$ cat src/rtl/dfr_sequencer.sv
// Run sequencer for the DFR core: reservoir clear, warm-up, history capture and
// output-layer matrix multiply, with internal sample counting, watchdog and abort.
module dfr_sequencer #(
  parameter int SAMPLE_CNT_WIDTH = 16,
  parameter int TIMEOUT_WIDTH    = 16,
  parameter int TIMEOUT_CYCLES   = 1000
) (
  input  logic                        clk,
  input  logic                        rst,
  input  logic                        start,
  input  logic                        abort,
  input  logic                        cfg_mode,
  input  logic [SAMPLE_CNT_WIDTH-1:0] cfg_init_samples,
  input  logic [SAMPLE_CNT_WIDTH-1:0] cfg_num_samples,
  input  logic                        reservoir_valid,
  input  logic                        matrix_multiply_busy,
  output logic                        busy,
  output logic                        dfr_done,
  output logic                        done_pulse,
  output logic                        error,
  output logic [1:0]                  err_code,
  output logic                        reservoir_rst,
  output logic                        matrix_multiply_rst,
  output logic                        reservoir_history_rst,
  output logic                        reservoir_en,
  output logic                        reservoir_history_en,
  output logic                        matrix_multiply_start,
  output logic [SAMPLE_CNT_WIDTH-1:0] history_idx,
  output logic [3:0]                  current_state_out
);
  localparam int CW = SAMPLE_CNT_WIDTH + 1;
  localparam bit WD_EN = (TIMEOUT_CYCLES != 0);
  localparam logic [TIMEOUT_WIDTH-1:0] WD_LAST = TIMEOUT_WIDTH'(WD_EN ? TIMEOUT_CYCLES - 1 : 0);

  typedef enum logic [3:0] {
    S_IDLE     = 4'd0,
    S_CLEAR    = 4'd1,
    S_ISSUE    = 4'd2,
    S_WAIT     = 4'd3,
    S_MM_START = 4'd4,
    S_MM_WAIT  = 4'd5,
    S_FINISH   = 4'd6,
    S_FAULT    = 4'd7,
    S_ABORT    = 4'd8
  } state_t;

  state_t                      state;
  logic                        mode_q;
  logic [SAMPLE_CNT_WIDTH-1:0] init_q;
  logic [SAMPLE_CNT_WIDTH-1:0] num_q;
  logic [CW-1:0]               sample_cnt;
  logic [TIMEOUT_WIDTH-1:0]    wd;
  logic                        mm_guard;

  logic [CW-1:0] total;
  logic          capture;
  logic          last_sample;
  logic          wd_expire;

  // Counter is one bit wider than the config so init+num never wraps.
  assign total       = CW'(init_q) + CW'(num_q);
  assign capture     = sample_cnt >= CW'(init_q);
  assign last_sample = sample_cnt == (total - CW'(1));
  assign wd_expire   = WD_EN && (wd == WD_LAST);

  assign busy                  = (state != S_IDLE) && (state != S_FAULT);
  assign done_pulse            = state == S_FINISH;
  assign reservoir_rst         = (state == S_CLEAR) || (state == S_ABORT);
  assign matrix_multiply_rst   = (state == S_CLEAR) || (state == S_ABORT);
  assign reservoir_history_rst = state == S_CLEAR;
  assign reservoir_en          = state == S_ISSUE;
  assign matrix_multiply_start = state == S_MM_START;
  assign current_state_out     = state;
  // History strobe must coincide with the valid pulse, so it bypasses the state register.
  assign reservoir_history_en  = (state == S_WAIT) && reservoir_valid && !abort && capture;

  always_ff @(posedge clk or posedge rst) begin
    if (rst) begin
      state       <= S_IDLE;
      mode_q      <= 1'b0;
      init_q      <= '0;
      num_q       <= '0;
      sample_cnt  <= '0;
      history_idx <= '0;
      wd          <= '0;
      mm_guard    <= 1'b0;
      dfr_done    <= 1'b0;
      error       <= 1'b0;
      err_code    <= 2'd0;
    end else begin
      case (state)
        S_IDLE, S_FAULT: begin
          if (start) begin
            if (cfg_num_samples == '0) begin
              state    <= S_FAULT;
              error    <= 1'b1;
              err_code <= 2'd1;
              dfr_done <= 1'b0;
            end else begin
              mode_q      <= cfg_mode;
              init_q      <= cfg_init_samples;
              num_q       <= cfg_num_samples;
              sample_cnt  <= '0;
              history_idx <= '0;
              wd          <= '0;
              error       <= 1'b0;
              err_code    <= 2'd0;
              dfr_done    <= 1'b0;
              state       <= S_CLEAR;
            end
          end
        end
        S_CLEAR: state <= abort ? S_ABORT : S_ISSUE;
        S_ISSUE: begin
          wd    <= '0;
          state <= abort ? S_ABORT : S_WAIT;
        end
        S_WAIT: begin
          wd <= wd + TIMEOUT_WIDTH'(1);
          if (abort) begin
            state <= S_ABORT;
          end else if (reservoir_valid) begin
            sample_cnt <= sample_cnt + CW'(1);
            if (capture) history_idx <= history_idx + SAMPLE_CNT_WIDTH'(1);
            state <= (last_sample || (mode_q && capture)) ? S_MM_START : S_ISSUE;
          end else if (wd_expire) begin
            state    <= S_FAULT;
            error    <= 1'b1;
            err_code <= 2'd2;
          end
        end
        S_MM_START: begin
          wd       <= '0;
          mm_guard <= 1'b1;
          state    <= abort ? S_ABORT : S_MM_WAIT;
        end
        S_MM_WAIT: begin
          // Guard cycle gives the multiplier one cycle to raise busy after start.
          wd       <= wd + TIMEOUT_WIDTH'(1);
          mm_guard <= 1'b0;
          if (abort) begin
            state <= S_ABORT;
          end else if (!mm_guard && !matrix_multiply_busy) begin
            state <= (sample_cnt == total) ? S_FINISH : S_ISSUE;
          end else if (wd_expire) begin
            state    <= S_FAULT;
            error    <= 1'b1;
            err_code <= 2'd3;
          end
        end
        S_FINISH: begin
          if (abort) begin
            state <= S_ABORT;
          end else begin
            dfr_done <= 1'b1;
            state    <= S_IDLE;
          end
        end
        S_ABORT: state <= S_IDLE;
        default: state <= S_IDLE;
      endcase
    end
  end
endmodule

$ cat config.mk
export PLATFORM = sky130hd
export DESIGN_NAME = dfr_sequencer
export DESIGN_NICKNAME = d
export VERILOG_FILES = /design/src/rtl/dfr_sequencer.sv
export SDC_FILE = /design/constraint.sdc
export NUM_CORES = 1
export LEC_CHECK = 0
export CORE_ASPECT_RATIO = 1.4
export CORE_MARGIN = 8
export CORE_UTILIZATION = 35
export CTS_CLUSTER_SIZE = 30
export DETAILED_ROUTE_END_ITERATION = 8
export PLACE_DENSITY = 0.54
export SYNTH_ARGS = -nofsm -noshare
export SYNTH_HDL_FRONTEND = slang
export SYNTH_SLANG_ARGS = --single-unit
$ cat constraint.sdc
create_clock -name clk -period 4.3 [get_ports clk]
set_clock_uncertainty 0.1 [all_clocks]
set_input_delay 0.86 -clock clk [delete_from_list [all_inputs] [get_ports clk]]
set_output_delay 0.86 -clock clk [all_outputs]
set_load 0.02 [all_outputs]
==> results.md, run 1 <==
| Quantity | This run |
| --- | --- |
| Worst slew pin tran | 1.07 ns |
| Die width | 131 um |
| Total iterations of the first detailed-routing run | 6 |
| Synth area leader | dfrtp_1 |
| Wire length after detailed routing | 17.6 mm |
| Final count of negative-setup-slack endpoints | 0 |
| Pwr Total | 6.17 mW |
| Async set-or-reset flop fraction in the synthesized netlist | 100% |
| Antenna diodes | 0 |
| Area of the mapped netlist | 6480 um^2 |
| Hold Violations, Final | 0 |
| Sum Neg Setup Slack | 0 ns |
| Count of final max-slew check failures | 0 |
| Worst Setup Path Type | reg -> out |
| Remaining DRCs | 0 |
| Buffer depth of the longest clock path | 2 |
| Run status | completed |
| Met3 usage | 3.08% |
| Layout overhead on the synthesized area | 19.7% |
| Antenna violations before repair | 0 |
| CP endpoint kind | output pin |
| Synthesis warning total | 0 |
| TritonCTS clock tree | yes |
| DRC violation total after the first TritonRoute iteration | 276 |
| GRT met1 Usage | 19.6% |
| Die boundary height | 177 um |
| Placed cell count | 1028 |
| Routed via count | 5524 |
| Overflow after GRT | 0 |
| Starting Density | 35.3% |
| Maximum fanout count along the critical path | 6 |
| Pwr dens | 795 nW/um^2 |
| Clock network latency to the later pin of the worst-skew pair | 0.35 ns |
| Number of H-tree levels | 3 |
| Floorplan die area | 23200 um^2 |
| Leakage | 3.31 nW |
| Post-synth EDFFs | 0 |
| RSZ-0062 raised after global routing | no |
| Largest net degree at the start of global routing | 54 |
| Global-route met2 utilization | 27.7% |
| Signal arrival time at the worst endpoint | 3.13 ns |
| Post-cts gate resize count | 1 |
| Count of pins on the block boundary | 71 |
| Post-detailed-route wirelength per cell | 16.9 um |
| Number of clock sinks | 91 |
| Worst Hold Class | reg -> reg |
| Final RePlAce weighted congestion | 0.883 |
| Number of antenna-violating nets in the routed design | 0 |
| Share of the synthesized area in the top cell type | 35.1% |
| Buffer count from post-CTS setup fixing | 0 |
| Share of the cycle needed by the critical path after routing | 95.0% |
| Per-instance average area after synthesis | 8.88 um^2 |
| Layer with the highest usage | met2 |
| Number of max-capacitance violations reported | 0 |
| Post-Syn Nets | 806 |
| Endpoint required time on the critical path | 3.34 ns |
| Clock-pin slew of the registers on the worst-case setup and hold paths | 0.07 ns |
| Combined global-route utilization of all metal layers | 16.2% |
| Normalized max-slew margin | 28.2% |
| Mapped Cells | 730 |
| Count of buffers from port buffering | 70 |
| HPWL reported at the end of detailed placement | 13.4 mm |
| Wire length of the first global-routing pass | 30.0 mm |
| Synth area leaders | dfrtp_1 35%, ha_1 7.0%, xor2_1 5.5% |
| Crit path time final | 4.09 ns |
| Number of hold buffers added after CTS | 0 |
| Sequential cell area fraction in the yosys report | 35.1% |
| Worst vdd rail ir drop | 0.000334 V |
| Floorplan core area | 18400 um^2 |
| Critical path startpoint category | flop |
| Net total in the final layout | 871 |
| Fraction of final layout cells sized beyond drive strength 1 | 9.63% |
| Number of distinct library cell variants in the gate-level netlist after synthesis | 75 |
| Number of vias per cell | 5.29 |
| Achievable clock frequency | 245 MHz |
| Clk root buf | clkbuf_16 |
| Top FF cell, synth | dfrtp_1 |
| Final std cells w/o fill | 1044 |
| Total clock buffers created by CTS | 9 |
| Via count of the first global-routing pass | 5840 |
| Flop and latch count out of synthesis | 91 |
| Number of core rows | 59 |
==> area by class of cell <==
class | instances | area [um^2]
Clock buffer | 11 | 253
Clock inverter | 5 | 36.3
Fill cell | 1826 | 10600
Multi-Input combinational cell | 574 | 3930
Timing Repair Buffer | 86 | 832
Sequential cell | 91 | 2280
Tap cell | 244 | 305
Inverter | 33 | 125
==> cells by family (layout without fill, tap and decap cells) <==
family | Yosys count | after routing | share of synthesized area, %
simple gates | 287 | 287 | 23.2
compound gates | 161 | 161 | 17.0
flops | 91 | 91 | 35.1
xor+xnor | 72 | 72 | 10.1
buf+inv | 65 | 135 | 4.38
fa+ha+maj | 37 | 37 | 7.26
mux | 17 | 17 | 2.95
==> path summary, 6_finish.rpt <==
kind | from | to | slack (ns) | depth (start not counted)
worst max register to register | current_state_out[1] | num_q[13] | 0.40 | 7
worst min-delay path | error | error | 0.41 | 2
max in group asynchronous | rst | sample_cnt[16] | 2.53 | 3
min in group asynchronous | rst | history_idx[0] | 0.83 | 2
worst min register to register | error | error | 0.41 | 2
worst max-delay path | sample_cnt[13] | reservoir_history_en | 0.21 | 9
==> critical path, stage by stage, from the launching register on <==
cell	delay, ns
dfrtp_1	0.46
ha_1	0.33
a21oi_1	0.26
or4b_2	0.66
a21oi_1	0.16
nor3_1	0.07
buf_4	0.15
o21a_1	0.20
and2_1	0.17
dlygate4sd2_1	0.32
==> cells in the final DEF, fill, tap and decap left out, drive strengths merged, types with 6 or more instances in the layout <==
cell / n
o21a: 8
inv: 33
nor2b: 6
and3: 11
or3: 9
a21oi: 41
nand4: 21
a211oi: 9
mux2: 17
xnor2: 30
a21o: 10
clkdlybuf4s50: 69
xor2: 41
nor3: 20
ha: 36
dfrtp: 91
and2: 10
and4: 7
nor2: 69
nand2: 68
buf: 16
clkbuf: 11
nor4: 10
nand3: 36
o21ai: 57
==> routing by layer <==
| layer | vias up | share of wire [%] |
|---|---|---|
| met4 | 0 | 2.2 |
| met3 | 26 | 3.6 |
| met1 | 2667 | 44 |
| met5 | - | 0 |
| met2 | 99 | 50 |
| li1 | 2732 | - |
==> power breakdown <==
part / total [mW] / leakage, nW / switching [mW] / internal [mW]
sequential: 1.25 / 1.19 / 0.181 / 1.06
clock: 0.787 / 0.146 / 0.360 / 0.426
combinational: 4.13 / 1.97 / 2.48 / 1.66
total: 6.17 / 3.31 / 3.02 / 3.15
==> state kept, by name, summed over array words and instances (netlist names) <==
register	flops
error	1
dfr_done	1
mm_guard	1
init_q	16
current_state_out	4
wd	16
num_q	16
mode_q	1
sample_cnt	17
err_code	2
history_idx	16
==> through the flow <==
| step | cell area [um^2] | hold WS [ns] | setup WS [ns] | utilization (%) |
|---|---|---|---|---|
| final | 7750 | 0.411 | 0.214 | 42.2 |
| after global routing | 7750 | 0.436 | 0.0746 | 42.2 |
| after CTS | 7750 | 0.423 | 0.191 | 42.2 |
| after detailed placement | 7470 | 0.407 | 0.0676 | 40.6 |
| after global placement | 7470 | 0.388 | 0.0788 | 40.6 |
| after floorplan | 6480 | 0.363 | 0.900 | - |
==> synth_stat cells, types with 3 or more instances <==
cell,n
nor3_1,19
and3_1,11
and4_1,7
a21oi_1,39
mux2_2,17
nand3_1,35
clkbuf_1,17
nand2b_1,5
nor4_1,8
inv_1,33
buf_2,5
buf_6,3
nor2b_1,5
a211oi_1,7
nor4b_1,3
or3_1,9
o211ai_1,3
buf_1,4
o2111a_1,3
o21ai_0,50
nand4_1,20
xnor2_1,29
o21a_1,8
and2_1,8
buf_4,3
ha_1,36
a21o_1,10
o21ai_1,7
nor2_1,68
o22ai_1,4
dfrtp_1,91
xor2_1,41
nor3b_1,3
nand2_1,67
(Power assumes the default switching activity.)
==> run 2, diff against run 1 <==
--- a/config.mk
+++ b/config.mk
@@ -6,11 +6,11 @@
 export NUM_CORES = 1
 export LEC_CHECK = 0
 export CORE_ASPECT_RATIO = 1.4
-export CORE_MARGIN = 8
 export CORE_UTILIZATION = 35
 export CTS_CLUSTER_SIZE = 30
 export DETAILED_ROUTE_END_ITERATION = 8
 export PLACE_DENSITY = 0.54
+export SLEW_MARGIN = 20
 export SYNTH_ARGS = -nofsm -noshare
 export SYNTH_HDL_FRONTEND = slang
 export SYNTH_SLANG_ARGS = --single-unit
==> results.md, run 2 (same netlist as run 1, synthesis figures left out) <==
| Quantity | This run |
| --- | --- |
| Remaining DRCs | 0 |
| Maximum fanout count along the critical path | 6 |
| Starting Density | 35.9% |
| Number of antenna-violating nets in the routed design | 0 |
| Leakage | 3.31 nW |
| Final Instance Area | 7740 um^2 |
| Antenna violations before repair | 0 |
| Final std cells w/o fill | 1038 |
| Most flops, register | sample_cnt |
| Worst Setup Path Type | reg -> out |
| Final RePlAce weighted congestion | 0.827 |
| Slowest stage delay, CP | 0.65 ns |
| Fraction of final layout cells sized beyond drive strength 1 | 9.65% |
| Commonest non-fill, non-tap cell in the layout | dfrtp_1 |
| Number of max-capacitance violations reported | 0 |
| Hold Violations, Final | 0 |
| Post-detailed-route wirelength per cell | 16.0 um |
| Routed via count | 5594 |
| Largest register FFs | 17 |
| Sum Neg Setup Slack | 0 ns |
| Net total in the final layout | 869 |
| RSZ-0062 raised after global routing | no |
| CP endpoint kind | output pin |
| Number of clock sinks | 91 |
| Die width | 117 um |
| Overflow after GRT | 0 |
| Critical path startpoint category | flop |
| Count of final max-slew check failures | 0 |
| Layout overhead on the synthesized area | 19.4% |
| Fill cell instance count of the final layout | 1793 |
| Die boundary height | 163 um |
| Count of buffer and inverter cells on the critical path | 1 |
| Clock network latency to the later pin of the worst-skew pair | 0.35 ns |
| Achievable clock frequency | 261 MHz |
| Kind of cell adding the most delay to the critical path | simple AND/OR/NAND/NOR gates |
| Pwr Total | 6.15 mW |
| Post-placement cell area | 7460 um^2 |
| Core utilization of the finished layout | 42.8% |
| Worst-path cell with the longest stage delay | or4b_2 |
| Worst slew pin tran | 0.804 ns |
| Post-place setup slack | 0.251 ns |
| Endpoint required time on the critical path | 3.34 ns |
| DRC violation total after the first TritonRoute iteration | 198 |
| Number of core rows | 58 |
| Count of buffers from port buffering | 70 |
| Number of H-tree levels | 3 |
| Largest net degree at the start of global routing | 67 |
| Worst setup margin | 0.466 ns |
| Total iterations of the first detailed-routing run | 4 |
| Worst hold margin | 0.402 ns |
| Run status | completed |
| TritonCTS clock tree | yes |
| Combined global-route utilization of all metal layers | 18.9% |
| Final count of negative-setup-slack endpoints | 0 |
| Via count of the first global-routing pass | 5724 |
| Buffer depth of the longest clock path | 2 |
| Normalized max-slew margin | 46.3% |
| Most frequent cells in the layout | 89 x dfrtp_1, 69 x clkdlybuf4s50_1, 67 x nand2_1, 67 x nor2_1, 50 x o21ai_0 |
| Floorplan die area | 19100 um^2 |
| Signal arrival time at the worst endpoint | 2.87 ns |
| Total clock buffers created by CTS | 9 |
| Worst vdd rail ir drop | 0.000339 V |
| Clk root buf | clkbuf_16 |
| Share of the cycle needed by the critical path after routing | 89.2% |
| Wire length after detailed routing | 16.6 mm |
| Most prevalent standard cell on the critical path | a21oi_1 |
| Count of pins on the block boundary | 71 |
| Floorplan core area | 18100 um^2 |
| Placed cell count | 1022 |
| Pwr dens | 794 nW/um^2 |
| Antenna diodes | 0 |
| Sequence of cells on the critical path | ha_1 -> a21oi_1 -> or4b_2 -> a21oi_1 -> nor3_1 -> o21a_1 -> and2_1 -> dlymetal6s2s_1 |
| Crit path time final | 3.83 ns |
| Number of vias per cell | 5.39 |
| Clock-pin slew of the registers on the worst-case setup and hold paths | 0.07 ns |
| Wire length of the first global-routing pass | 28.1 mm |
| Worst Hold Class | reg -> reg |
| HPWL reported at the end of detailed placement | 12.5 mm |
==> run 2: where the power goes <==
part / total, mW / switching, mW / internal [mW]
clock: 0.748 / 0.353 / 0.395
sequential: 1.25 / 0.189 / 1.07
combinational: 4.14 / 2.47 / 1.67
==> run 2: timing repair <==
action | 4_1_cts | 5_1_grt
gates resized for setup | 0 | 3
hold buffers | 0 | 0
setup buffers | 0 | 0
setup endpoints to repair | 0 | 1
==> run 2: final cells by class <==
cell class / instances / area [um^2] / share of cell area, %
Inverter: 33 / 125 / 1.62
Tap cell: 240 / 300 / 3.88
Clock buffer: 9 / 225 / 2.91
Sequential cell: 91 / 2280 / 29.5
Timing Repair Buffer: 84 / 833 / 10.8
Clock inverter: 7 / 50.0 / 0.647
Multi-Input combinational cell: 574 / 3930 / 50.7
==> run 2: metal layers <==
metal  wire, um  vias to the layer above  global-route usage [%]  part of all wire, %
met1       7280                     2718                    23.6                   44
met2       8430                      111                    32.8                   51
li1           -                     2741                       -                    -
met5          0                        -                       0                    0
met3        507                       24                    1.94                  3.1
met4        395                        0                    7.83                  2.4
==> run 2: final timing paths <==
check | cells past startpoint | slack, ns | endpoint | start
worst min register to register | 2 | 0.40 | error | error
min in group asynchronous | 2 | 0.86 | dfr_done | rst
worst max register to register | 12 | 0.58 | current_state_out[2] | init_q[4]
worst max-delay path | 8 | 0.47 | reservoir_history_en | sample_cnt[13]
max in group asynchronous | 3 | 2.53 | num_q[6] | rst
worst min-delay path | 2 | 0.40 | error | error
==> run 2: worst min-delay path: stages (launching register included) <==
cell and delay, ns:
dfrtp_1 0.35, nor2_1 0.05, nor2_1 0.07
==> run 3, diff against run 2 <==
--- a/config.mk
+++ b/config.mk
@@ -9,8 +9,8 @@
 export CORE_UTILIZATION = 35
 export CTS_CLUSTER_SIZE = 30
 export DETAILED_ROUTE_END_ITERATION = 8
-export PLACE_DENSITY = 0.54
 export SLEW_MARGIN = 20
 export SYNTH_ARGS = -nofsm -noshare
 export SYNTH_HDL_FRONTEND = slang
 export SYNTH_SLANG_ARGS = --single-unit
+export TNS_END_PERCENT = 5
==> results.md, run 3 (same netlist as run 1, synthesis figures left out) <==
| Quantity | This run |
| --- | --- |
| Run status | completed |
| HPWL reported at the end of detailed placement | 12.2 mm |
| Die boundary height | 163 um |
| Worst Setup Path Type | reg -> out |
| Floorplan die area | 19100 um^2 |
| FF-to-FF Start | init_q[7] |
| Normalized max-slew margin | 36.5% |
| Total clock buffers created by CTS | 9 |
| Startpoint of the worst setup timing path | sample_cnt[13] |
| Critical path startpoint category | flop |
| Remaining DRCs | 0 |
| Layout overhead on the synthesized area | 20.5% |
| Leakage | 3.34 nW |
| Slowest stage delay, CP | 0.67 ns |
| Fill cell instance count of the final layout | 1810 |
| Number of vias per cell | 5.22 |
| Post-cts gate resize count | 0 |
| Worst vdd rail ir drop | 0.000316 V |
| Worst hold margin | 0.407 ns |
| Starting Density | 35.9% |
| Clock network latency to the later pin of the worst-skew pair | 0.36 ns |
| Signal arrival time at the worst endpoint | 2.90 ns |
| Achievable clock frequency | 259 MHz |
| Worst Hold Class | reg -> reg |
| Hold Violations, Final | 0 |
| Share of the cycle needed by the critical path after routing | 89.7% |
| RSZ-0062 raised after global routing | no |
| Count of pins on the block boundary | 71 |
| Count of buffer and inverter cells on the critical path | 1 |
| Final RePlAce weighted congestion | 0.864 |
| Die width | 117 um |
| Most frequent cells in the layout | 89 x dfrtp_1, 69 x clkdlybuf4s50_1, 67 x nand2_1, 67 x nor2_1, 50 x o21ai_0 |
| Floorplan core area | 18100 um^2 |
| Routed via count | 5433 |
| Sum Neg Setup Slack | 0 ns |
| Combined global-route utilization of all metal layers | 18.2% |
| Count of final max-slew check failures | 0 |
| Pwr dens | 799 nW/um^2 |
| DRC violation total after the first TritonRoute iteration | 286 |
| Wire length after detailed routing | 16.2 mm |
| Clk root buf | clkbuf_16 |
| Most flops, register | sample_cnt |
| Start point of the worst hold path | error |
| Number of antenna-violating nets in the routed design | 0 |
| Via count of the first global-routing pass | 5361 |
| Sequential cell area in the final layout | 2280 um^2 |
| Buffer depth of the longest clock path | 2 |
| Largest register FFs | 17 |
| Maximum fanout count along the critical path | 6 |
| Final count of negative-setup-slack endpoints | 0 |
| Overflow after GRT | 0 |
| Crit path time final | 3.86 ns |
| Commonest non-fill, non-tap cell in the layout | dfrtp_1 |
| Largest net degree at the start of global routing | 49 |
| Post-detailed-route wirelength per cell | 15.5 um |
| Wire length of the first global-routing pass | 26.7 mm |
| Fraction of final layout cells sized beyond drive strength 1 | 10.1% |
| Total iterations of the first detailed-routing run | 4 |
| Area of the multi-input gates | 3930 um^2 |
| Endpoint required time on the critical path | 3.34 ns |
| R2R setup slack | 0.57 ns |
| Sequence of cells on the critical path | ha_1 -> a21oi_2 -> or4b_2 -> a21oi_1 -> nor3_1 -> o21a_1 -> and2_1 -> dlymetal6s2s_1 |
| Antenna diodes | 0 |
| Number of H-tree levels | 3 |
| Worst slew pin tran | 0.950 ns |
| Buffer count from post-CTS setup fixing | 0 |
| Antenna violations before repair | 0 |
| Clock-pin slew of the registers on the worst-case setup and hold paths | 0.07 ns |
| Count of buffers from port buffering | 70 |
| Number of clock sinks | 91 |
| Net total in the final layout | 872 |
| CP endpoint kind | output pin |
| Kind of cell adding the most delay to the critical path | simple AND/OR/NAND/NOR gates |
| Number of core rows | 58 |
| TritonCTS clock tree | yes |
| Worst-path cell with the longest stage delay | or4b_2 |
| Pwr Total | 6.24 mW |
| Number of hold buffers added after CTS | 0 |
| Number of max-capacitance violations reported | 0 |
## run 3: cell count changes in the layout (fill, tap and decap cells not counted), sizes merged
cell and change:
clkinvlp +1, clkbuf +1, inv +1, buf +3, bufinv +2, clkinv -5
## run 3: path summary, 6_finish.rpt
check	endpoint	depth (start not counted)
max	reservoir_history_en	8
min	error	2
max reg2reg	current_state_out[2]	12
min reg2reg	error	2
max in group asynchronous	sample_cnt[11]	3
min in group asynchronous	history_idx[11]	2
## run 3: layout make-up
type / instances / share of cell area [%]
Inverter: 33 / 1.60
Clock inverter: 6 / 1.20
Sequential cell: 91 / 29.2
Clock buffer: 10 / 3.06
Multi-Input combinational cell: 574 / 50.3
Timing Repair Buffer: 87 / 10.8
Tap cell: 240 / 3.84
## run 3: routing by layer
metal	GRT usage, %	up-vias	share of wire (%)
li1	-	2746	-
met1	22.5	2588	45
met4	7.19	0	1.8
met2	31.4	82	50
met3	2.68	17	3.0
met5	0	-	0
## run 3: metrics by stage
stage	setup slack (ns)	instances	cell area [um^2]	util (%)
after floorplan	0.900	730	6480	-
after global placement	0.133	1025	7470	41.3
after detailed placement	0.153	1025	7470	41.3
after CTS	0.0324	1041	7800	43.2
after global routing	0.296	1041	7810	43.2
final	0.441	1041	7810	43.2
## run 3: power breakdown
| group | switching [mW] | internal [mW] | leakage, nW |
|---|---|---|---|
| combinational | 2.42 | 1.67 | 1.99 |
| sequential | 0.186 | 1.06 | 1.19 |
| clock | 0.365 | 0.531 | 0.160 |
## run 3: tightest hold or removal path, stage by stage, from the launching register on
cell	delay, ns
dfrtp_1	0.35
nor2_1	0.05
nor2_1	0.07
